--- config.mk ---
export PLATFORM = sky130hd
export DESIGN_NAME = codificador_botoes
export DESIGN_NICKNAME = d
export VERILOG_FILES = /design/src/rtl/codificador_botoes_pkg.sv /design/src/rtl/codificador_botoes_sincronizador_2ff.sv /design/src/rtl/codificador_botoes.sv
export SDC_FILE = /design/constraint.sdc
export NUM_CORES = 1
export LEC_CHECK = 0
export ABC_CLOCK_PERIOD_IN_PS = 5300
export BUFFER_PORTS_ARGS = -buffer_cell sky130_fd_sc_hd__buf_2
export CAP_MARGIN = 20
export CORE_ASPECT_RATIO = 0.8
export CORE_MARGIN = 4
export CORE_UTILIZATION = 50
export CTS_CLUSTER_DIAMETER = 120
export DETAILED_ROUTE_END_ITERATION = 10
export PLACE_DENSITY = 0.69
export RECOVER_POWER = 25
export SLEW_MARGIN = 20
export SYNTH_ARGS = -nofsm -noshare
export SYNTH_HDL_FRONTEND = slang
export SYNTH_SLANG_ARGS = --single-unit
--- constraint.sdc ---
create_clock -name clock -period 5.3 [get_ports clock]
set_input_delay 0.53 -clock clock [delete_from_list [all_inputs] [get_ports clock]]
set_output_delay 0.53 -clock clock [all_outputs]
set_load 0.02 [all_outputs]
--- src/rtl/codificador_botoes_pkg.sv ---
// Shared definitions for the push-button encoder: FSM state encodings and
// the default debounce length.
package codificador_botoes_pkg;

    localparam int DEBOUNCE_PADRAO = 50000;

    typedef enum logic [2:0] {
        ESPERA = 3'd0,
        FILTRO = 3'd1,
        SEGURA = 3'd2,
        ERRO   = 3'd3,
        SOLTA  = 3'd4
    } estado_t;

endpackage

--- src/rtl/codificador_botoes_sincronizador_2ff.sv ---
// Parameterized-width two-flop synchronizer for pin-facing inputs,
// asynchronous active-high reset.
module sincronizador_2ff #(
    parameter int WIDTH = 8
) (
    input  logic             clock,
    input  logic             reset,
    input  logic [WIDTH-1:0] dado,
    output logic [WIDTH-1:0] sinc
);

    logic [WIDTH-1:0] meta;

    always_ff @(posedge clock or posedge reset) begin
        if (reset) begin
            meta <= '0;
            sinc <= '0;
        end else begin
            meta <= dado;
            sinc <= meta;
        end
    end

endmodule

--- src/rtl/codificador_botoes.sv ---
// Debounces the eight player buttons and reports a single accepted press as a
// registered one-hot code, its binary index and a one-cycle strobe.
module codificador_botoes
    import codificador_botoes_pkg::*;
#(
    parameter int DEBOUNCE_CYCLES = DEBOUNCE_PADRAO
) (
    input  logic       clock,
    input  logic       reset,
    input  logic [7:0] botoes,
    output logic [7:0] codigo,
    output logic [2:0] indice,
    output logic       jogada_feita,
    output logic       erro_multiplo
);

    localparam int CNT_W = $clog2(DEBOUNCE_CYCLES);
    localparam logic [CNT_W-1:0] CNT_MAX = CNT_W'(DEBOUNCE_CYCLES - 1);

    function automatic logic [3:0] popcount(input logic [7:0] v);
        logic [3:0] n;
        n = '0;
        for (int i = 0; i < 8; i++) begin
            n = n + {3'b000, v[i]};
        end
        return n;
    endfunction

    function automatic logic [2:0] onehot_to_index(input logic [7:0] v);
        logic [2:0] idx;
        idx = '0;
        for (int i = 0; i < 8; i++) begin
            if (v[i]) begin
                idx = 3'(i);
            end
        end
        return idx;
    endfunction

    logic [7:0]       sinc;
    estado_t          estado, estado_next;
    logic [7:0]       amostra, amostra_next;
    logic [CNT_W-1:0] cnt, cnt_next;
    logic [7:0]       codigo_next;
    logic [2:0]       indice_next;
    logic             jogada_next;
    logic             erro_next;

    sincronizador_2ff #(.WIDTH(8)) u_sinc (
        .clock (clock),
        .reset (reset),
        .dado  (botoes),
        .sinc  (sinc)
    );

    always_ff @(posedge clock or posedge reset) begin
        if (reset) begin
            estado        <= ESPERA;
            amostra       <= '0;
            cnt           <= '0;
            codigo        <= '0;
            indice        <= '0;
            jogada_feita  <= 1'b0;
            erro_multiplo <= 1'b0;
        end else begin
            estado        <= estado_next;
            amostra       <= amostra_next;
            cnt           <= cnt_next;
            codigo        <= codigo_next;
            indice        <= indice_next;
            jogada_feita  <= jogada_next;
            erro_multiplo <= erro_next;
        end
    end

    // A press is accepted only after the same pattern has been seen for
    // DEBOUNCE_CYCLES cycles; release needs the same stability before re-arming.
    always_comb begin
        estado_next  = estado;
        amostra_next = amostra;
        cnt_next     = cnt;
        codigo_next  = codigo;
        indice_next  = indice;
        jogada_next  = 1'b0;
        erro_next    = erro_multiplo;
        case (estado)
            ESPERA: begin
                if (sinc != 8'h00) begin
                    amostra_next = sinc;
                    cnt_next     = '0;
                    estado_next  = FILTRO;
                end
            end
            FILTRO: begin
                if (sinc != amostra) begin
                    cnt_next    = '0;
                    estado_next = ESPERA;
                end else if (cnt == CNT_MAX) begin
                    if (popcount(amostra) == 4'd1) begin
                        codigo_next = amostra;
                        indice_next = onehot_to_index(amostra);
                        jogada_next = 1'b1;
                        estado_next = SEGURA;
                    end else begin
                        erro_next   = 1'b1;
                        estado_next = ERRO;
                    end
                end else begin
                    cnt_next = cnt + CNT_W'(1);
                end
            end
            SEGURA: begin
                if (sinc == 8'h00) begin
                    cnt_next    = '0;
                    estado_next = SOLTA;
                end
            end
            ERRO: begin
                if (sinc == 8'h00) begin
                    erro_next   = 1'b0;
                    cnt_next    = '0;
                    estado_next = SOLTA;
                end
            end
            SOLTA: begin
                if (sinc != 8'h00) begin
                    cnt_next = '0;
                end else if (cnt == CNT_MAX) begin
                    estado_next = ESPERA;
                end else begin
                    cnt_next = cnt + CNT_W'(1);
                end
            end
            default: begin
                estado_next = ESPERA;
            end
        endcase
    end

endmodule

# Word-level counts from Yosys, hierarchy flattened
# Cells that the tools add are included.
# classes
add_sub_neg	8
eq_ne	16
n_mux	30
bitwise_logic	1
reduce_logical	11
# ops
op	n
two-way mux 16 bit	5
one-hot mux 16 bit (4 select lines)	1
two-way mux 3 bit	12
adder 16 x 1 -> 16 bit, second input constant	1
adder 4 x 1 -> 4 bit	4
equality test 16 bit, second input constant	1
inequality test 2 bit, second input constant	7
one-hot mux 3 bit (4 select lines)	1
two-way mux 1 bit	10
AND reduction 5 bit	2
logical NOT 8 bit	1
inequality test 8 bit	1
nonzero test 8 bit	1
equality test 3 x 2 -> 1 bit, second input constant	2
adder 3 x 1 -> 4 bit	1
equality test 4 x 1 -> 1 bit, second input constant	1
AND reduction 4 bit	1
nonzero test 4 bit	1
adder 2 x 1 -> 3 bit	1
equality test 3 x 1 -> 1 bit, second input constant	1
equality test 3 bit, second input constant	1
logical NOT 3 bit	1
inequality test 3 bit, second input constant	1
AND reduction 3 bit	1
7 further kinds	7
# word_totals
register_bits	56
input_bits	10
out_inout_bits	13
word_cells	75

# Logic depth before layout (Yosys ltp)
# Gate-level depths: netlist (run 1).
# logic_depth
ltp_word	12
ltp_mapped	14
mapped_depth_nobuf	13

# Cells and area by module
# From an unflattened synthesis (run 1), not the netlist that was laid out.
# hier_totals
cells_unflattened	238
hier_area_um2	2678.8
# modules_own_cells
mod	instances	cells_per_inst	area_per_inst_um2	seq_area_each_um2
codificador_botoes	1	221	2274.7	1001.0
sincronizador_2ff	1	17	404.1	400.4

# Worst setup path before layout (run 1)
# OpenSTA, ideal clock, no wires.
# synth_timing
path_kind	register to register
start	register amostra[0]
end	register codigo[0]
setup_time_ns	0.125
t_arrival_ns	3.784
required_ns	5.175
path_slack_ns	1.392
path_stages_with_launch	15
path_buffers	1
period_less_slack_ns	3.908
path_cell_list	dfrtp_1 > inv_1 > fa_1 > fa_1 > fa_1 > inv_1 > ha_1 > inv_1 > fa_1 > nand3_1 > a2111oi_0 > a41oi_1 > nand2b_1 > buf_1 > mux2_2
# synth_via
elab_chain_cells	9
elab_cells_between_ends	11
classes_between	add/sub (7); eq/ne (2); bitwise (1); reduce/logical (1)
# synth_lines
item	line	source
from (decl)	codificador_botoes.sv:42	logic [7:0] amostra, amostra_next;
from (signal assigned)	codificador_botoes.sv:67	amostra <= amostra_next;
adder 1 x 1 -> 2 bit	codificador_botoes.sv:24	n = n + {3'b000, v[i]};
adder 2 x 1 -> 3 bit	codificador_botoes.sv:24	
adder 3 x 1 -> 4 bit	codificador_botoes.sv:24	
adder 4 x 1 -> 4 bit (4 in a row)	codificador_botoes.sv:24	
equality test 4 x 1 -> 1 bit	codificador_botoes.sv:99	if (popcount(amostra) == 4'd1) begin
AND reduction 4 bit (no line)	-	
to (signal assigned)	codificador_botoes.sv:69	codigo <= codigo_next;
to (decl)	codificador_botoes.sv:11	output logic [7:0] codigo,
# Parallel ways exist; a longest one is shown, timed or not.
# A chain may end at the register's enable or synchronous reset.

# Worst setup path after layout (run 1)
# layout_timing
start	register amostra[3]
end	register codigo[5]
# layout_via
elab_chain_cells	7
elab_cells_between_ends	9
classes_between	add/sub (5); eq/ne (2); bitwise (1); reduce/logical (1)
# layout_lines
item	line
adder 3 x 1 -> 4 bit	codificador_botoes.sv:24
adder 4 x 1 -> 4 bit (4 in a row)	codificador_botoes.sv:24
equality test 4 x 1 -> 1 bit	codificador_botoes.sv:99
AND reduction 4 bit (no line) (*)	-
# Mark *: on every way between the ends. The rest lies on a longest branch, timed or not.

==> results of run 1 <==
[power by group through the flow]
stage / logic, mW / registers, mW / clock network [mW]
3_5_place_dp: 0.474 / 0.531 / 0
3_3_place_gp: 0.436 / 0.528 / 0
2_1_floorplan: 0.363 / 0.512 / 0
6_report: 0.467 / 0.523 / 0.241
5_1_grt: 0.562 / 0.530 / 0.268
4_1_cts: 0.476 / 0.522 / 0.251
[layer usage]
metal	GRT usage	wire length (um)
met5	0	0
met4	0.0430	17
met3	0.0384	262
met2	0.247	2080
met1	0.291	2570
[layout make-up]
| class | instances | area [um2] |
|---|---|---|
| inverters | 20 | 75.1 |
| flip-flops and latches | 56 | 1400 |
| fillers | 440 | 2150 |
| repair buffers | 24 | 121 |
| well taps | 62 | 77.6 |
| clock buffers | 5 | 68.8 |
| clock inverters | 3 | 26.3 |
| multi-input cells | 157 | 1140 |
[per-stage QoR]
stage / util / power, mW
2_1_floorplan: - / 0.875
3_3_place_gp: 0.557 / 0.964
3_5_place_dp: 0.557 / 1.01
4_1_cts: 0.576 / 1.25
5_1_grt: 0.575 / 1.36
6_report: 0.575 / 1.23
[flip-flops by register name, indices dropped and copies added (netlist names)]
register / flops
amostra: 8
estado: 3
jogada_feita: 1
u_sinc.meta: 8
u_sinc.sinc: 8
cnt: 16
indice: 3
codigo: 8
erro_multiplo: 1
[cell usage after synthesis, types with 2 or more instances]
cell type | n | area [um2]
a21oi_1 | 14 | 70.1
or3_1 | 2 | 12.5
xnor2_1 | 8 | 70.1
nand3_1 | 11 | 55.1
fa_1 | 4 | 80.1
mux2i_1 | 4 | 40.0
ha_1 | 4 | 50.1
clkbuf_1 | 4 | 15.0
o21a_1 | 2 | 15.0
o31ai_1 | 8 | 60.1
or4_4 | 2 | 22.5
dfrtp_1 | 56 | 1400
o41ai_1 | 2 | 17.5
nor4_1 | 3 | 18.8
mux2_2 | 11 | 124
nand2b_1 | 2 | 12.5
nand2_1 | 14 | 52.6
nor3_1 | 7 | 35.0
a2111oi_0 | 2 | 17.5
nand4_1 | 8 | 50.1
inv_1 | 20 | 75.1
nor2_1 | 12 | 45.0
or4_1 | 6 | 45.0
nor4b_1 | 2 | 17.5
o21ai_0 | 11 | 55.1
a41oi_1 | 2 | 17.5
[kinds of logic after synthesis]
kind of cell / count (synthesis) / synth area share
compound gates: 49 / 0.127
xor+xnor: 9 / 0.0299
fa+ha+maj: 8 / 0.0494
buf+inv: 26 / 0.0375
flops: 56 / 0.532
mux: 15 / 0.0622
simple gates: 76 / 0.162
[worst max-delay path, delay by kind of cell (launching register included)]
family          cells  cell delay (ns)
fa+ha+maj           5             2.04
buf+inv             3             0.21
compound gates      2             0.52
flops               1             0.45
simple gates        2             0.52
mux                 1             0.40
[cells in the final DEF (no fill, tap or decap), types with 3 or more instances in the layout]
cell and count:
a21oi_1 14, buf_2 22, clkbuf_8 5, dfrtp_1 56
fa_1 4, ha_1 4, inv_1 20, mux2_2 11
mux2i_1 4, nand2_1 14, nand3_1 11, nand4_1 8
nor2_1 12, nor3_1 7, nor4_1 3, o21ai_0 11
o31ai_1 8, or4_1 6, xnor2_1 8
[final timing paths]
path                            depth (start not counted)  slack (ns)                      from                  endpoint
worst max-delay path                                   13        1.06    amostra[3]$_DFFE_PP0P_     codigo[5]$_DFFE_PP0P_
worst min-delay path                                    1        0.32                 botoes[0]  u_sinc.meta[0]$_DFF_PP0_
worst max register to register                         13        1.06    amostra[3]$_DFFE_PP0P_     codigo[5]$_DFFE_PP0P_
worst min register to register                          0        0.36  u_sinc.meta[4]$_DFF_PP0_  u_sinc.sinc[4]$_DFF_PP0_
max in group asynchronous                               3        2.32                     reset     codigo[4]$_DFFE_PP0P_
min in group asynchronous                               3        1.31                     reset  u_sinc.meta[6]$_DFF_PP0_
==> flow_metrics.py, run 1 <==
metrics = {
    "clock_tree": {
        "cts_made_buffers": 5,
        "clk_latency_ns": 0.31,
        "cts_resized": 0,
        "holdBufCountCts": 0,
        "clk_pin_slew_ns": 0.11,
        "clock_sinks": 56,
        "htreeDepth": 2,
        "ctsLongestPathBuffers": 2,
        "postCtsSetupRepairBufs": 0,
        "tritoncts": "built",
        "cts_root_buffer": "clkbuf_8",
    },
    "synth": {
        "seq_area_frac_synth": 0.532,
        "syn_area_per_cell_um2": 11.0,
        "syn-num-nets": 257,
        "syn_area_mm2": 0.00264,
        "syn_inst": 239,
        "yosys_register_bits": 56,
        "async_flop_share": 1.00,
        "ys_warn_count": 0,
        "synth_edf_count": 0,
        "synthDistinctLibCells": 44,
        "ys.flop_type": "dfrtp_1",
    },
    "critical_path": {
        "path_max_fanout": 12,
        "path_class": "flip-flop to flip-flop",
        "crit_required_ns": 5.50,
        "path_cells": "inv_1, fa_1, fa_1, fa_1, inv_1, ha_1, inv_1, fa_1, nand3_1, a2111oi_0, a41oi_1, nand2b_1, mux2_2",
        "crit_top_cell": "fa_1",
        "arrival_ns": 4.44,
        "endpoint_kind": "flip-flop",
        "startpoint_type": "flip-flop",
        "cp_slowest_cell": "fa_1",
        "crit_path_max_incr_delay_ns": 0.52,
    },
    "detailed_routing": {
        "ant_nets": 0,
        "vias_per_cell": 5.82,
        "firstDrtPassIters": 4,
        "via_count": 1902,
        "drc": 0,
        "drt_iter0_drc": 118,
        "wl_per_cell_um": 15.1,
        "totalWireLength_mm": 4.93,
    },
    "global_routing": {
        "grt_pass1_vias": 1868,
        "antenna_found_initial": 0,
        "grt_max_degree": 57,
        "grt_remaining_overflow": 0,
        "track_usage": 0.181,
        "grt_pass1_wl_mm": 9.29,
    },
    "power": {
        "p_comb_frac": 0.379,
        "p_int_uw": 769,
        "power_frac_seq": 0.425,
        "p_switching_uw": 463,
        "p_per_area_mw_per_mm2": 423,
        "leakage_nw": 1.31,
        "clkPwrFrac": 0.196,
        "ir_drop_uv": 286,
        "p_sw_frac": 0.376,
    },
    "die": {
        "core_area_mm2": 0.00506,
        "dieWidth_um": 89.2,
        "rows": 23,
        "die_y_um": 72.9,
        "die_area_mm2": 0.00651,
        "pin_count": 23,
        "initial_core_util": 0.521,
    },
    "place": {
        "place_area_mm2": 0.00282,
        "post-dp-hpwl_mm": 3.53,
        "port_buffers": 22,
        "gp_congestion": 0.864,
        "numPlacedInstances": 319,
        "place_ws_ns": 1.02,
    },
    "timing": {
        "worst_pin_slew_ns": 2.94,
        "fin_crit_ns": 4.24,
        "tns_ns": 0,
        "hold_violations": 0,
        "layout_setup_ws_ns": 1.06,
        "max_slew_margin": -0.958,
        "finalCritPeriodShare": 0.800,
        "finalSetupViolCount": 0,
        "drv_slew": 57,
        "skew_ns": 0.00936,
        "rsz0062_at_grt": "no",
        "hold_ws_ns": 0.317,
        "fmax_mhz": 236,
    },
    "hold_path": {
        "hp-class": "primary input to flip-flop",
    },
    "run": {
        "max_cap_viol_count": 1,
    },
    "final_layout": {
        "drive_gt1_frac": 0.189,
        "nNetsFinal": 282,
        "diodes": 0,
        "design_area_mm2": 0.00291,
        "fin_cells": 327,
        "areaGrowthSynthToFinish_pct": 10.5,
    },
    "outcome": {
        "status": "finished with violations",
        "violations": "capacitance limit, slew limit",
    },
}
(Power assumes the default switching activity.)
==> run 2: changes to the inputs <==
--- a/config.mk
+++ b/config.mk
@@ -5,7 +5,7 @@
 export SDC_FILE = /design/constraint.sdc
 export NUM_CORES = 1
 export LEC_CHECK = 0
-export ABC_CLOCK_PERIOD_IN_PS = 5300
+export ABC_CLOCK_PERIOD_IN_PS = 4100
 export BUFFER_PORTS_ARGS = -buffer_cell sky130_fd_sc_hd__buf_2
 export CAP_MARGIN = 20
 export CORE_ASPECT_RATIO = 0.8
==> constraint.sdc (replaced) <==
create_clock -name clock -period 4.1 [get_ports clock]
set_input_delay 0.41 -clock clock [delete_from_list [all_inputs] [get_ports clock]]
set_output_delay 0.41 -clock clock [all_outputs]
set_load 0.02 [all_outputs]
==> flow_metrics.py, run 2 (same netlist as run 1, synthesis figures left out) <==
metrics = {
    "clock_tree": {
        "holdBufCountCts": 0,
        "clk_latency_ns": 0.31,
        "clk_pin_slew_ns": 0.11,
        "tritoncts": "built",
        "cts_root_buffer": "clkbuf_8",
        "clock_sinks": 56,
        "htreeDepth": 2,
        "ctsLongestPathBuffers": 2,
        "cts_made_buffers": 5,
    },
    "timing": {
        "fmax_mhz": 256,
        "layout_setup_ws_ns": 0.186,
        "drv_slew": 57,
        "tns_ns": 0,
        "finalCritPeriodShare": 0.955,
        "fin_crit_ns": 3.91,
        "hold_violations": 0,
        "worst_pin_slew_ns": 2.96,
        "skew_ns": 0.0123,
        "max_slew_margin": -0.970,
        "finalSetupViolCount": 0,
    },
    "final_layout": {
        "layout.area.seq_mm2": 0.00140,
        "layout_commonest_cell": "dfrtp_1",
        "largest_reg_flops": 16,
        "areaGrowthSynthToFinish_pct": 13.6,
        "multiInputGateArea_mm2": 0.00116,
        "nNetsFinal": 288,
        "fill_cells": 423,
        "final_cell_mix": "dfrtp_1 (55), buf_2 (22), inv_1 (19)",
        "top_register": "cnt",
        "drive_gt1_frac": 0.221,
        "diodes": 0,
    },
    "place": {
        "post-dp-hpwl_mm": 3.67,
        "place_ws_ns": 0.0840,
        "port_buffers": 22,
        "gp_congestion": 0.825,
    },
    "die": {
        "pin_count": 23,
        "die_y_um": 72.9,
        "dieWidth_um": 89.2,
        "core_area_mm2": 0.00506,
        "rows": 23,
        "die_area_mm2": 0.00651,
        "initial_core_util": 0.521,
    },
    "critical_path": {
        "path_class": "flip-flop to flip-flop",
        "crit_path_max_incr_delay_ns": 0.52,
        "crit_top_cell": "fa_1",
        "startpoint_type": "flip-flop",
        "path_cells": "inv_1, fa_1, fa_1, fa_1, inv_1, ha_1, inv_1, fa_1, nand3_1, a2111oi_2, a41oi_1, nand2b_4, buf_4, mux2_2",
        "r2r-start": "amostra[3]$_DFFE_PP0P_",
        "path_buf_inv": 4,
        "path_max_fanout": 7,
        "r2r-end": "codigo[3]$_DFFE_PP0P_",
        "cp_top_family": "adder cells",
        "arrival_ns": 4.12,
        "r2r_slack_ns": 0.19,
        "cp_slowest_cell": "fa_1",
        "crit_required_ns": 4.31,
        "cp.depth": 14,
        "endpoint_kind": "flip-flop",
        "worst-r2r-cell-count": 14,
    },
    "detailed_routing": {
        "totalWireLength_mm": 5.24,
        "drt_iter0_drc": 178,
        "wl_met2_mm": 2.14,
        "highest_layer": "met4",
        "dr_wl_met3_um": 264,
        "ant_nets": 0,
        "vias_per_cell": 5.77,
        "wl_per_cell_um": 15.7,
        "drc": 0,
        "wl_met1_mm": 2.75,
        "via_count": 1921,
        "firstDrtPassIters": 4,
    },
    "power": {
        "leakage_nw": 1.35,
        "p_per_area_mw_per_mm2": 603,
        "power.total_mw": 1.81,
        "ir_drop_uv": 313,
    },
    "global_routing": {
        "grt_pass1_wl_mm": 9.07,
        "grt_max_degree": 57,
        "antenna_found_initial": 0,
        "grt_remaining_overflow": 0,
        "track_usage": 0.179,
        "grt_pass1_vias": 1832,
    },
    "outcome": {
        "violations": "capacitance limit, slew limit",
        "status": "finished with violations",
    },
    "hold_path": {
        "hp-class": "primary input to flip-flop",
        "min_path_cells": 1,
        "hold_path_end": "u_sinc.meta[6]$_DFF_PP0_",
        "hp-start": "botoes[6]",
    },
    "run": {
        "max_cap_viol_count": 1,
    },
}
-- run 2: metrics by stage --
stage,area (um2),utilization,instances,hold WS (ns)
2_1_floorplan,2640,-,239,0.331
4_1_cts,2950,0.583,329,0.191
5_1_grt,3000,0.591,333,0.177
6_report,3000,0.591,333,0.201
3_3_place_gp,2840,0.560,321,0.333
3_5_place_dp,2840,0.560,321,0.335
-- run 2: worst max-delay path by stage --
stage                                       from                     to  slack [ns]
final                     amostra[3]$_DFFE_PP0P_  codigo[3]$_DFFE_PP0P_        0.19
after floorplan           amostra[0]$_DFFE_PP0P_  codigo[0]$_DFFE_PP0P_        0.19
after global placement    amostra[0]$_DFFE_PP0P_  indice[1]$_DFFE_PP0P_        0.19
after CTS                 amostra[0]$_DFFE_PP0P_  codigo[3]$_DFFE_PP0P_        0.07
after global routing      amostra[0]$_DFFE_PP0P_  codigo[3]$_DFFE_PP0P_       -0.02
after detailed placement  amostra[0]$_DFFE_PP0P_  codigo[3]$_DFFE_PP0P_        0.08
-- run 2: layout make-up --
class | count | area share
Sequential cell | 56 | 0.468
Clock inverter | 3 | 0.0155
Multi-Input combinational cell | 157 | 0.387
Timing Repair Buffer | 30 | 0.0556
Tap cell | 62 | 0.0259
Inverter | 20 | 0.0251
Clock buffer | 5 | 0.0230
-- run 2: timing repair --
action,CTS,global route
setup buffers,0,4
gates resized for setup,0,4
setup endpoints to repair,0,11
-- run 2: layer usage --
layer,GRT usage,up-vias
met2,0.249,49
met3,0.0339,11
met4,0.0496,0
met5,0,-
li1,-,932
met1,0.286,929
-- run 2: report_power, final --
part           internal [mW]  switching [mW]  leakage (nW)
clock network          0.184           0.185        0.0548
logic                  0.363           0.396         0.568
registers              0.603          0.0761         0.728
total                   1.15           0.657          1.35
==> run 3: changes to the inputs <==
--- a/config.mk
+++ b/config.mk
@@ -10,10 +10,9 @@
 export CAP_MARGIN = 20
 export CORE_ASPECT_RATIO = 0.8
 export CORE_MARGIN = 4
-export CORE_UTILIZATION = 50
+export CORE_UTILIZATION = 37
 export CTS_CLUSTER_DIAMETER = 120
 export DETAILED_ROUTE_END_ITERATION = 10
-export PLACE_DENSITY = 0.69
 export RECOVER_POWER = 25
 export SLEW_MARGIN = 20
 export SYNTH_ARGS = -nofsm -noshare
==> flow_metrics.py, run 3 (same netlist as run 1, synthesis figures left out) <==
metrics = {
    "critical_path": {
        "crit_required_ns": 4.30,
        "cp_slowest_cell": "fa_1",
        "arrival_ns": 4.11,
        "path_cells": "inv_1, fa_1, fa_1, fa_1, inv_1, ha_2, inv_1, fa_1, nand3_1, a2111oi_4, a41oi_2, nand2b_4, mux2_4",
        "path_buf_inv": 3,
        "startpoint": "amostra[1]$_DFFE_PP0P_",
        "endpoint_kind": "flip-flop",
        "crit_path_max_incr_delay_ns": 0.52,
        "r2r_slack_ns": 0.19,
        "cp_top_family": "adder cells",
        "crit_top_cell": "fa_1",
        "path_max_fanout": 6,
        "startpoint_type": "flip-flop",
        "path_class": "flip-flop to flip-flop",
        "r2r-start": "amostra[1]$_DFFE_PP0P_",
    },
    "outcome": {
        "violations": "capacitance limit, slew limit",
        "status": "finished with violations",
    },
    "timing": {
        "fmax_mhz": 256,
        "worst_pin_slew_ns": 2.92,
        "fin_crit_ns": 3.91,
        "finalSetupViolCount": 0,
        "hold_violations": 0,
        "rsz0062_at_grt": "no",
        "hold_ws_ns": 0.198,
        "finalCritPeriodShare": 0.955,
        "skew_ns": 0.0107,
        "max_slew_margin": -0.944,
        "drv_slew": 57,
    },
    "final_layout": {
        "final_cell_mix": "dfrtp_1 (56), buf_2 (22), inv_1 (19)",
        "top_register": "cnt",
        "areaGrowthSynthToFinish_pct": 14.8,
        "largest_reg_flops": 16,
        "diodes": 0,
        "nNetsFinal": 284,
        "drive_gt1_frac": 0.210,
        "layout_commonest_cell": "dfrtp_1",
    },
    "die": {
        "initial_core_util": 0.383,
        "rows": 27,
        "core_area_mm2": 0.00689,
        "pin_count": 23,
        "die_y_um": 83.5,
        "die_area_mm2": 0.00855,
        "dieWidth_um": 102,
    },
    "clock_tree": {
        "cts_root_buffer": "clkbuf_8",
        "htreeDepth": 2,
        "clk_latency_ns": 0.31,
        "clock_sinks": 56,
        "tritoncts": "built",
        "cts_made_buffers": 5,
        "clk_pin_slew_ns": 0.10,
        "postCtsSetupRepairBufs": 0,
        "ctsLongestPathBuffers": 2,
    },
    "detailed_routing": {
        "drc": 0,
        "ant_nets": 0,
        "drt_iter0_drc": 82,
        "firstDrtPassIters": 4,
        "via_count": 1894,
        "totalWireLength_mm": 5.18,
        "vias_per_cell": 5.35,
        "wl_per_cell_um": 14.6,
    },
    "power": {
        "power.total_mw": 1.91,
        "leakage_nw": 1.34,
        "p_per_area_mw_per_mm2": 632,
        "ir_drop_uv": 472,
    },
    "hold_path": {
        "hp-class": "primary input to flip-flop",
        "hp-start": "botoes[2]",
    },
    "place": {
        "gp_congestion": 0.802,
        "post-dp-hpwl_mm": 3.66,
        "port_buffers": 22,
    },
    "run": {
        "max_cap_viol_count": 1,
    },
    "global_routing": {
        "grt_max_degree": 57,
        "grt_pass1_wl_mm": 8.78,
        "grt_remaining_overflow": 0,
        "track_usage": 0.128,
        "grt_pass1_vias": 1756,
        "antenna_found_initial": 0,
    },
}
-- run 3: final timing paths --
path | to | cells past startpoint
max in group asynchronous | estado[2]$_DFFE_PP0P_ | 3
worst max-delay path | indice[1]$_DFFE_PP0P_ | 13
worst min-delay path | u_sinc.meta[2]$_DFF_PP0_ | 1
min in group asynchronous | u_sinc.meta[2]$_DFF_PP0_ | 3
worst min register to register | u_sinc.sinc[1]$_DFF_PP0_ | 0
worst max register to register | indice[1]$_DFFE_PP0P_ | 13
-- run 3: layout make-up --
class,instances,area [um2]
sequential,56,1400
clock buffer,5,68.8
tap,87,109
timing repair buffer,25,129
clock inverter,3,47.5
multi-input combinational,158,1200
fill,688,3860
inverter,20,75.1
-- run 3: power by group --
part	switching, mW	internal, mW	total, mW
clock	0.180	0.184	0.364
combinational	0.477	0.403	0.880
sequential	0.0690	0.602	0.671
-- run 3: worst register-to-register path, delay by kind of cell (launching register included) --
kind                     cells  cell delay [ns]
adder cells (fa/ha/maj)      5             2.10
AND/OR/NAND/NOR              2             0.35
flip-flops                   1             0.43
multiplexers                 1             0.35
AO/OA/AOI/OAI                2             0.33
buffers and inverters        3             0.25
-- run 3: layer usage --
| layer | wire length [um] | global-route usage | part of all wire | vias up |
|---|---|---|---|---|
| met1 | 2670 | 0.202 | 0.52 | 914 |
| met3 | 260 | 0.0343 | 0.050 | 5 |
| li1 | - | - | - | 930 |
| met2 | 2190 | 0.172 | 0.42 | 45 |
| met5 | 0 | 0 | 0 | - |
| met4 | 50 | 0.0322 | 0.0097 | 0 |
-- run 3: repair_timing --
action	CTS	global route
cloned	0	1
gates resized for setup	2	7
setup endpoints to repair	11	11
pin swaps	0	1
hold buffers	0	0
-- run 3: per-stage QoR --
step | utilization | TNS [ns] | instance area, um2 | setup slack [ns] | instances
after floorplan | - | 0 | 2640 | 0.192 | 239
after global placement | 0.415 | 0 | 2860 | 0.00927 | 345
after detailed placement | 0.415 | -1.44 | 2860 | -0.153 | 345
after CTS | 0.433 | 0 | 2980 | 0.0786 | 353
after global routing | 0.439 | 0 | 3030 | 0.0510 | 354
final | 0.439 | 0 | 3030 | 0.186 | 354
